### src/rtl/imm_extend_pipe_if.sv
// Handshake bundle for imm_extend_pipe: upstream instruction/format/tag, downstream immediate/tag.
// imm_err exists only when IMM_EXT_ILLEGAL_CHK_EN is defined.
interface imm_extend_pipe_if #(
    parameter int DPW   = 32,
    parameter int TAG_W = 5
);
    logic             in_valid;
    logic             in_ready;
    logic [DPW-8:0]   instr_ext;
    logic [2:0]       immsrc;
    logic [TAG_W-1:0] in_tag;
    logic             out_valid;
    logic             out_ready;
    logic [DPW-1:0]   immextD;
    logic [TAG_W-1:0] out_tag;
`ifdef IMM_EXT_ILLEGAL_CHK_EN
    logic             imm_err;

    modport master (
        output in_valid, instr_ext, immsrc, in_tag, out_ready,
        input  in_ready, out_valid, immextD, out_tag, imm_err
    );
    modport slave (
        input  in_valid, instr_ext, immsrc, in_tag, out_ready,
        output in_ready, out_valid, immextD, out_tag, imm_err
    );
`else
    modport master (
        output in_valid, instr_ext, immsrc, in_tag, out_ready,
        input  in_ready, out_valid, immextD, out_tag
    );
    modport slave (
        input  in_valid, instr_ext, immsrc, in_tag, out_ready,
        output in_ready, out_valid, immextD, out_tag
    );
`endif
endinterface

### src/rtl/imm_extend_pipe.sv
// RV32 immediate extender (I/S/B/U/J) with a two-entry skid buffer; optional IMM_EXT_ILLEGAL_CHK_EN adds imm_err.
// Latency: 1 cycle from input transfer to out_valid when empty.
// Backpressure: in_ready is registered (state != FULL); skid absorbs the entry in flight when out_ready drops.
module imm_extend_pipe #(
    parameter int DPW   = 32,
    parameter int TAG_W = 5
) (
    input  logic             clk,
    input  logic             arst_n,
    input  logic             flush,
    imm_extend_pipe_if.slave pipe
);
    typedef enum logic [1:0] {EMPTY, ONE, FULL} state_e;

    state_e           state_q, state_d;
    logic             in_ready_q, in_ready_d;
    logic [DPW-1:0]   out_imm_q, skid_imm_q, imm_new;
    logic [TAG_W-1:0] out_tag_q, skid_tag_q;
    logic [31:0]      imm32;
    logic [31:7]      instr_w;
    logic             sgn;
    logic             in_xfer, out_xfer, out_valid;
    logic             load_out_new, load_out_skid, load_skid;
`ifdef IMM_EXT_ILLEGAL_CHK_EN
    logic             out_err_q, skid_err_q, err_new;
    assign err_new = (pipe.immsrc > 3'd4);
`endif

    // Only instruction bits 31:7 carry immediate fields; bit 31 is the sign for every format.
    assign instr_w = pipe.instr_ext[24:0];
    assign sgn     = instr_w[31];

    always_comb begin
        imm32 = '0;
        case (pipe.immsrc)
            3'b000:  imm32 = {{20{sgn}}, instr_w[31:20]};
            3'b001:  imm32 = {{20{sgn}}, instr_w[31:25], instr_w[11:7]};
            3'b010:  imm32 = {{19{sgn}}, instr_w[31], instr_w[7], instr_w[30:25],
                              instr_w[11:8], 1'b0};
            3'b011:  imm32 = {instr_w[31:12], 12'b0};
            3'b100:  imm32 = {{11{sgn}}, instr_w[31], instr_w[19:12], instr_w[20],
                              instr_w[30:21], 1'b0};
            default: imm32 = '0;
        endcase
        imm_new = DPW'(signed'(imm32));
    end

    assign out_valid = (state_q != EMPTY);
    assign in_xfer   = pipe.in_valid & in_ready_q;
    assign out_xfer  = out_valid & pipe.out_ready;

    always_comb begin
        state_d       = state_q;
        load_out_new  = 1'b0;
        load_out_skid = 1'b0;
        load_skid     = 1'b0;
        if (flush) begin
            state_d = EMPTY;
        end else begin
            case (state_q)
                EMPTY: begin
                    if (in_xfer) begin
                        load_out_new = 1'b1;
                        state_d      = ONE;
                    end
                end
                ONE: begin
                    if (in_xfer && out_xfer) begin
                        load_out_new = 1'b1;
                    end else if (in_xfer) begin
                        load_skid = 1'b1;
                        state_d   = FULL;
                    end else if (out_xfer) begin
                        state_d = EMPTY;
                    end
                end
                FULL: begin
                    if (out_xfer) begin
                        load_out_skid = 1'b1;
                        state_d       = ONE;
                    end
                end
                default: state_d = EMPTY;
            endcase
        end
        in_ready_d = (state_d != FULL);
    end

    always_ff @(posedge clk or negedge arst_n) begin
        if (!arst_n) begin
            state_q    <= EMPTY;
            in_ready_q <= 1'b0;
        end else begin
            state_q    <= state_d;
            in_ready_q <= in_ready_d;
        end
    end

    always_ff @(posedge clk or negedge arst_n) begin
        if (!arst_n) begin
            out_imm_q  <= '0;
            out_tag_q  <= '0;
            skid_imm_q <= '0;
            skid_tag_q <= '0;
`ifdef IMM_EXT_ILLEGAL_CHK_EN
            out_err_q  <= 1'b0;
            skid_err_q <= 1'b0;
`endif
        end else begin
            if (load_out_new) begin
                out_imm_q <= imm_new;
                out_tag_q <= pipe.in_tag;
`ifdef IMM_EXT_ILLEGAL_CHK_EN
                out_err_q <= err_new;
`endif
            end else if (load_out_skid) begin
                out_imm_q <= skid_imm_q;
                out_tag_q <= skid_tag_q;
`ifdef IMM_EXT_ILLEGAL_CHK_EN
                out_err_q <= skid_err_q;
`endif
            end
            if (load_skid) begin
                skid_imm_q <= imm_new;
                skid_tag_q <= pipe.in_tag;
`ifdef IMM_EXT_ILLEGAL_CHK_EN
                skid_err_q <= err_new;
`endif
            end
        end
    end

    assign pipe.in_ready  = in_ready_q;
    assign pipe.out_valid = out_valid;
    assign pipe.immextD   = out_imm_q;
    assign pipe.out_tag   = out_tag_q;
`ifdef IMM_EXT_ILLEGAL_CHK_EN
    assign pipe.imm_err   = out_err_q;
`endif
endmodule

### src/flat_wrapper.sv
// flat-port wrapper written by rule: the top's interface ports become plain ports
module imm_extend_pipe_flat 
#(
    parameter int DPW   = 32,
    parameter int TAG_W = 5
)
  (clk, arst_n, flush, pipe_in_valid, pipe_instr_ext, pipe_immsrc, pipe_in_tag, pipe_out_ready, pipe_in_ready, pipe_out_valid, pipe_immextD, pipe_out_tag);
  imm_extend_pipe_if #(.DPW(DPW), .TAG_W(TAG_W)) pipe_i ();
  input  logic clk;
  input  logic arst_n;
  input  logic flush;
  input wire logic [$bits(pipe_i.in_valid)-1:0] pipe_in_valid;
  input wire logic [$bits(pipe_i.instr_ext)-1:0] pipe_instr_ext;
  input wire logic [$bits(pipe_i.immsrc)-1:0] pipe_immsrc;
  input wire logic [$bits(pipe_i.in_tag)-1:0] pipe_in_tag;
  input wire logic [$bits(pipe_i.out_ready)-1:0] pipe_out_ready;
  output wire logic [$bits(pipe_i.in_ready)-1:0] pipe_in_ready;
  output wire logic [$bits(pipe_i.out_valid)-1:0] pipe_out_valid;
  output wire logic [$bits(pipe_i.immextD)-1:0] pipe_immextD;
  output wire logic [$bits(pipe_i.out_tag)-1:0] pipe_out_tag;
  assign pipe_i.in_valid = pipe_in_valid;
  assign pipe_i.instr_ext = pipe_instr_ext;
  assign pipe_i.immsrc = pipe_immsrc;
  assign pipe_i.in_tag = pipe_in_tag;
  assign pipe_i.out_ready = pipe_out_ready;
  assign pipe_in_ready = pipe_i.in_ready;
  assign pipe_out_valid = pipe_i.out_valid;
  assign pipe_immextD = pipe_i.immextD;
  assign pipe_out_tag = pipe_i.out_tag;
  imm_extend_pipe #(.DPW(DPW), .TAG_W(TAG_W)) u_core (.clk(clk), .arst_n(arst_n), .flush(flush), .pipe(pipe_i));
endmodule
### config.mk
export PLATFORM = sky130hd
export DESIGN_NAME = imm_extend_pipe_flat
export DESIGN_NICKNAME = d
export VERILOG_FILES = /design/src/rtl/imm_extend_pipe_if.sv /design/src/rtl/imm_extend_pipe.sv /design/src/flat_wrapper.sv
export SDC_FILE = /design/constraint.sdc
export NUM_CORES = 1
export LEC_CHECK = 0
export BUFFER_PORTS_ARGS = -buffer_cell sky130_fd_sc_hd__buf_2
export CAP_MARGIN = 5
export CORE_ASPECT_RATIO = 0.9
export CORE_UTILIZATION = 55
export DETAILED_ROUTE_END_ITERATION = 8
export PLACE_DENSITY_LB_ADDON = 0.08
export SYNTH_ARGS = -nofsm -noshare
export SYNTH_HDL_FRONTEND = slang
export SYNTH_SLANG_ARGS = --single-unit
### constraint.sdc
create_clock -name clk -period 1.75 [get_ports clk]
set_input_delay 0.0875 -clock clk [delete_from_list [all_inputs] [get_ports clk]]
set_output_delay 0.0875 -clock clk [all_outputs]
set_load 0.05 [all_outputs]
Yosys cells after proc, flatten, opt, wreduce, memory -nomap -nowiden
Cells that the tools add are included.
- shifts and indexed selects: 0
- bitwise logic cells: 2
- eq/ne operators: 7
- reduce and logical (&&, ||, !) cells: 5
- order comparisons: 0
- $add $sub $neg: 0
- $mul: 0
- muxes and demuxes: 22
- div/mod/pow operators: 0
- operator list (kind ; number):
    $pmux 32 s5 ; 1
    $mux 32 ; 2
    $mux 2 ; 6
    $mux 5 ; 2
    $mux 1 ; 9
    $eq 3x2->1 const B ; 2
    $pmux 2 s3 ; 1
    $reduce_bool 2->1 ; 2
    $eq 3x1->1 const B ; 1
    $eq 3x3->1 const B ; 1
    $logic_not 3->1 ; 1
    $and 1x1->1 ; 2
    $eq 2x1->1 const B ; 1
    $eq 2x2->1 const B ; 1
    $logic_not 2->1 ; 1
    $ne 2x2->1 const B ; 1
    $pmux 1 s2 ; 1
    $logic_and 1x1->1 ; 1
- ROM bits: 0
- bits in registers: 77
- input port bits: 38
- logic and storage cells: 42
- memories: 0
- RAM bits: 0
- output and inout bits: 39
- bits in latches: 0

Depth between registers and ports, before layout
- depth in word-level cells: 8
- depth in mapped cells: 6
- mapped depth without buffers: 4

Worst setup path before layout
OpenSTA, ideal clock, no wires.
- path type: reg-to-reg
- start: reg u_core.in_ready_q, in the netlist u_core.pipe.in_ready
- end: reg u_core.skid_tag_q[3]
- data arrival time: 1.611 ns
- period minus slack after synthesis: 1.736 ns
- required time: 1.625 ns
- stages on the path, launching flop included: 6
- library setup time: 0.125 ns
- setup slack: 0.014 ns
- path buffers: 2
- path through: dfrtp_1 > and4bb_2 > nand2_2 > buf_6 > buf_6 > mux2_4
- longest elaborated chain between the ends: 5
- elaborated cells on any way between the ends: 6
- those cells by class: 4 x mux; 1 x bitwise; 1 x reduce/logical
- RTL lines (element ; line ; source):
    start: declaration ; imm_extend_pipe.sv:16 ; logic in_ready_q, in_ready_d;
    start signal: assignment ; imm_extend_pipe.sv:95 ; in_ready_q <= in_ready_d;
    $and 1x1->1 * ; imm_extend_pipe.sv:49 ; assign in_xfer = pipe.in_valid & in_ready_q;
    $mux 1 or $logic_and 1x1->1 (tied branches) ; imm_extend_pipe.sv:70, imm_extend_pipe.sv:68 ;
    $mux 1 * ; imm_extend_pipe.sv:68 ; if (in_xfer && out_xfer) begin
    $mux 1 * ; imm_extend_pipe.sv:60 ; case (state_q)
    $mux 1 * ; imm_extend_pipe.sv:57 ; if (flush) begin
    end signal: assignment ; imm_extend_pipe.sv:125 ; skid_tag_q <= pipe.in_tag;
    end: declaration ; imm_extend_pipe.sv:18 ; logic [TAG_W-1:0] out_tag_q, skid_tag_q;
Every way passes the cells marked *; elsewhere a longest branch is shown, timed or not.
A chain may end at the register's enable or synchronous reset.

Worst setup path in the final report
- start: reg u_core.state_q[1]
- end: reg u_core.skid_imm_q[7]
- longest elaborated chain between the ends: 6
- elaborated cells on any way between the ends: 7
- those cells by class: 1 x eq/ne; 3 x mux; 1 x bitwise; 2 x reduce/logical
- RTL lines (element ; line ; source):
    start: declaration ; imm_extend_pipe.sv:15 ; state_e state_q, state_d;
    start signal: assignment ; imm_extend_pipe.sv:94 ; state_q <= state_d;
    $reduce_bool 2->1 ; imm_extend_pipe.sv:48 ; assign out_valid = (state_q != EMPTY);
    $and 1x1->1 ; imm_extend_pipe.sv:50 ; assign out_xfer = out_valid & pipe.out_ready;
    $logic_and 1x1->1 ; imm_extend_pipe.sv:68 ;
    $mux 1 ; imm_extend_pipe.sv:68 ;
    $mux 1 * ; imm_extend_pipe.sv:60 ;
    $mux 1 * ; imm_extend_pipe.sv:57 ;
    end signal: assignment ; imm_extend_pipe.sv:124 ; skid_imm_q <= imm_new;
    end: declaration ; imm_extend_pipe.sv:17 ; logic [DPW-1:0] out_imm_q, skid_imm_q, imm_new;
Marks and branches as above.

==> run summary <==
H-tree depth - 3
worst skew pair latency - 0.34 ns
commonest cells in the netlist - dfrtp_1 (77), nand2_1 (42), o21ai_0 (37)
Final Wtd Congestion - 0.794
CP top delay family - simple AND/OR/NAND/NOR gates
Clock Pin Slew Worst Setup and Hold Paths - 0.08 ns
Core Rows - 27
yosys warns - 0
CP Cell Sequence - and4bb_4 -> nand2_2 -> buf_12 -> nor2_2 -> a22o_1
num ports - 77
total number of vias - 2956
top cell type's share of synthesized area - 52.1%
Cells after Synth - 344
Seq/Total Area, Yosys - 52.1%
Fin Hold WS - 0.0190 ns
initial antenna violation count - 0
Mapped Area - 3700 µm²
final HPWL from detailed placement - 5590 µm
setup repair bufs after CTS - 0
All-Layer GR Usage - 25.1%
Initial Util - 58.5%
core footprint - 6320 µm²
Fin. Hold Viols - 0
largest cells by area after synthesis - dfrtp_1 (52%), mux2i_1 (5.7%), o21ai_0 (5.0%), mux2_2 (4.3%), nand2_1 (4.3%)
Max Cap Viol - 0
Die W - 88.4 µm
asr flop ratio synth - 100%
min Tclk post-route - 1.65 ns
RSZ-0062 raised after global routing - no
Final ANT Viol Nets - 0
Setup crit end kind - register
Yosys cell types - 42
Nets - 467
P_leak - 2.12 nW
final setup margin - 0.0970 ns
vias in the first global route - 2803
first-pass GRT wire length - 13600 µm
R2R cell count - 5
Synth Net Count - 382
pwr dens - 1130 nW/µm²
DR vias/cell - 5.67
clock sinks - 77
Crit path depth - 5
Port Buf Inserts - 76
Synth area leader - dfrtp_1
CTS Buf Count - 9
Least-Margin Pin Slew - 0.528 ns
die height - 79.8 µm
crit path DAT - 1.94 ns
remaining routing DRC violations - 0
most common cell in the netlist - dfrtp_1
slew margin rel. - 64.7%
final period utilization - 94.5%
startpoint types - register
maximum vdd drop - 0.897 mV
status - finished clean
CTS Buffer Depth - 2
critical path class - reg2reg
Peak Freq - 605 MHz
area grow syn2layout - 20.1%
Critical Path RT - 2.03 ns
area of the multi-input gates - 1590 µm²
Hold Path Class - in2reg
final-report max-slew violation count - 0
DRT Pass-1 Iters - 4
drt initial violations - 237
Hold Path Stages - 2
worst-path cell with the longest stage delay - dfrtp_1
Fill cells - 508
pre-CTS setup slack - -0.00996 ns
Buf/Inv on CP - 1
die footprint - 7050 µm²
Syn Area/Cell - 10.7 µm²
share of layout cells above drive strength 1 - 31.1%
CTS tree - done
predominant post-synthesis flop cell - dfrtp_1
critical path's largest stage delay - 0.44 ns
EDFF count, synth - 0
worst clock skew - 0.00842 ns
CTS root buffer - clkbuf_8
antenna cells - 0
Setup-failing EPs final - 0
Routed WL per cell - 15.7 µm
pin count of the biggest net entering global routing - 59
post-synthesis register bit count - 77
final wirelength - 8160 µm
Congestion Overflow GR - 0
Seq. cell area - 1930 µm²
maximum fanout along the worst path - 43
stage by stage:
step           power (mW)  util (%)  setup TNS (ns)  instances  cell area (µm²)
2_1_floorplan        3.40         -               0        344             3700
3_3_place_gp         3.77      66.0               0        497             4170
3_5_place_dp         3.82      66.0         -0.0285        497             4170
4_1_cts              5.04      70.1               0        521             4430
5_1_grt              5.27      70.3               0        521             4440
6_report             5.00      70.3               0        521             4440
worst paths after layout:
check                                    endpoint  slack [ns]                   from
min                         u_core.skid_imm_q[10]        0.02     pipe_instr_ext[23]
max in group asynchronous  u_core.pipe.out_tag[1]        0.99                 arst_n
max                          u_core.skid_imm_q[7]         0.1      u_core.state_q[1]
max reg2reg                  u_core.skid_imm_q[7]         0.1      u_core.state_q[1]
min reg2reg                 u_core.skid_imm_q[12]        0.48  u_core.skid_imm_q[12]
min in group asynchronous  u_core.pipe.immextD[6]        0.16                 arst_n
layer usage:
| layer | part of all wire [%] | wire length [µm] | global-route usage (%) |
|---|---|---|---|
| met3 | 4.7 | 387 | 5.58 |
| met4 | 0.88 | 72 | 7.42 |
| met1 | 47 | 3810 | 35.2 |
| met5 | 0 | 0 | 0 |
| met2 | 48 | 3890 | 38.8 |
repair_timing:
action,4_1_cts,5_1_grt
gates resized for setup,2,2
hold buffers,8,0
gates cloned,0,0
pin swaps,0,1
setup endpoints to repair,16,12
endpoints found under the hold margin,84,0
worst register-to-register path, delay by kind of cell (launching register included):
kind | cells | cell delay, ns
buffers and inverters | 1 | 0.18
flip-flops | 1 | 0.44
AO/OA/AOI/OAI | 1 | 0.18
AND/OR/NAND/NOR | 3 | 0.80
cells by family (layout without fill, tap and decap cells):
| group | after synthesis | in the layout | synth area share, % |
|---|---|---|---|
| AOI/OAI and AO/OA | 109 | 109 | 18.4 |
| xor gates and xnor gates | 1 | 1 | 0.237 |
| adders and majority gates | 1 | 1 | 0.305 |
| buffers and inverters | 28 | 118 | 5.15 |
| DFF | 77 | 77 | 52.1 |
| muxes | 36 | 36 | 10.4 |
| and+or+nand+nor | 92 | 92 | 13.4 |
cell usage in the layout, fill, tap and decap left out, drive strengths merged, types with 4 or more instances in the layout:
cell type and instances:
a21oi 28, a221o 13, a22o 6, a31oi 9, and2 6, and3 5
buf 93, clkbuf 10, dfrtp 77, dlygate4sd3 8, mux2 15, mux2i 21
nand2 43, nand2b 7, nand3b 6, nor2 8, nor2b 4, nor3b 6
o21a 8, o21ai 40
report_power, final:
part           switching [mW]  internal [mW]
registers               0.195           2.14
clock network           0.676          0.525
logic                   0.990          0.479
cell type report:
| cell class | instances | share of cell area [%] |
|---|---|---|
| Inverter | 1 | 0.0846 |
| Timing Repair Buffer | 101 | 14.2 |
| Clock buffer | 10 | 2.88 |
| Sequential cell | 77 | 43.4 |
| Clock inverter | 6 | 1.04 |
| Multi-Input combinational cell | 239 | 35.9 |
| Tap cell | 87 | 2.45 |
flip-flops by register name, indices dropped and copies added, names as in the netlist:
register	flops
u_core.skid_imm_q	32
u_core.state_q	2
u_core.skid_tag_q	5
u_core.pipe.out_tag	5
u_core.pipe.immextD	32
u_core.pipe.in_ready	1
Power figures use the tool's default switching activity.
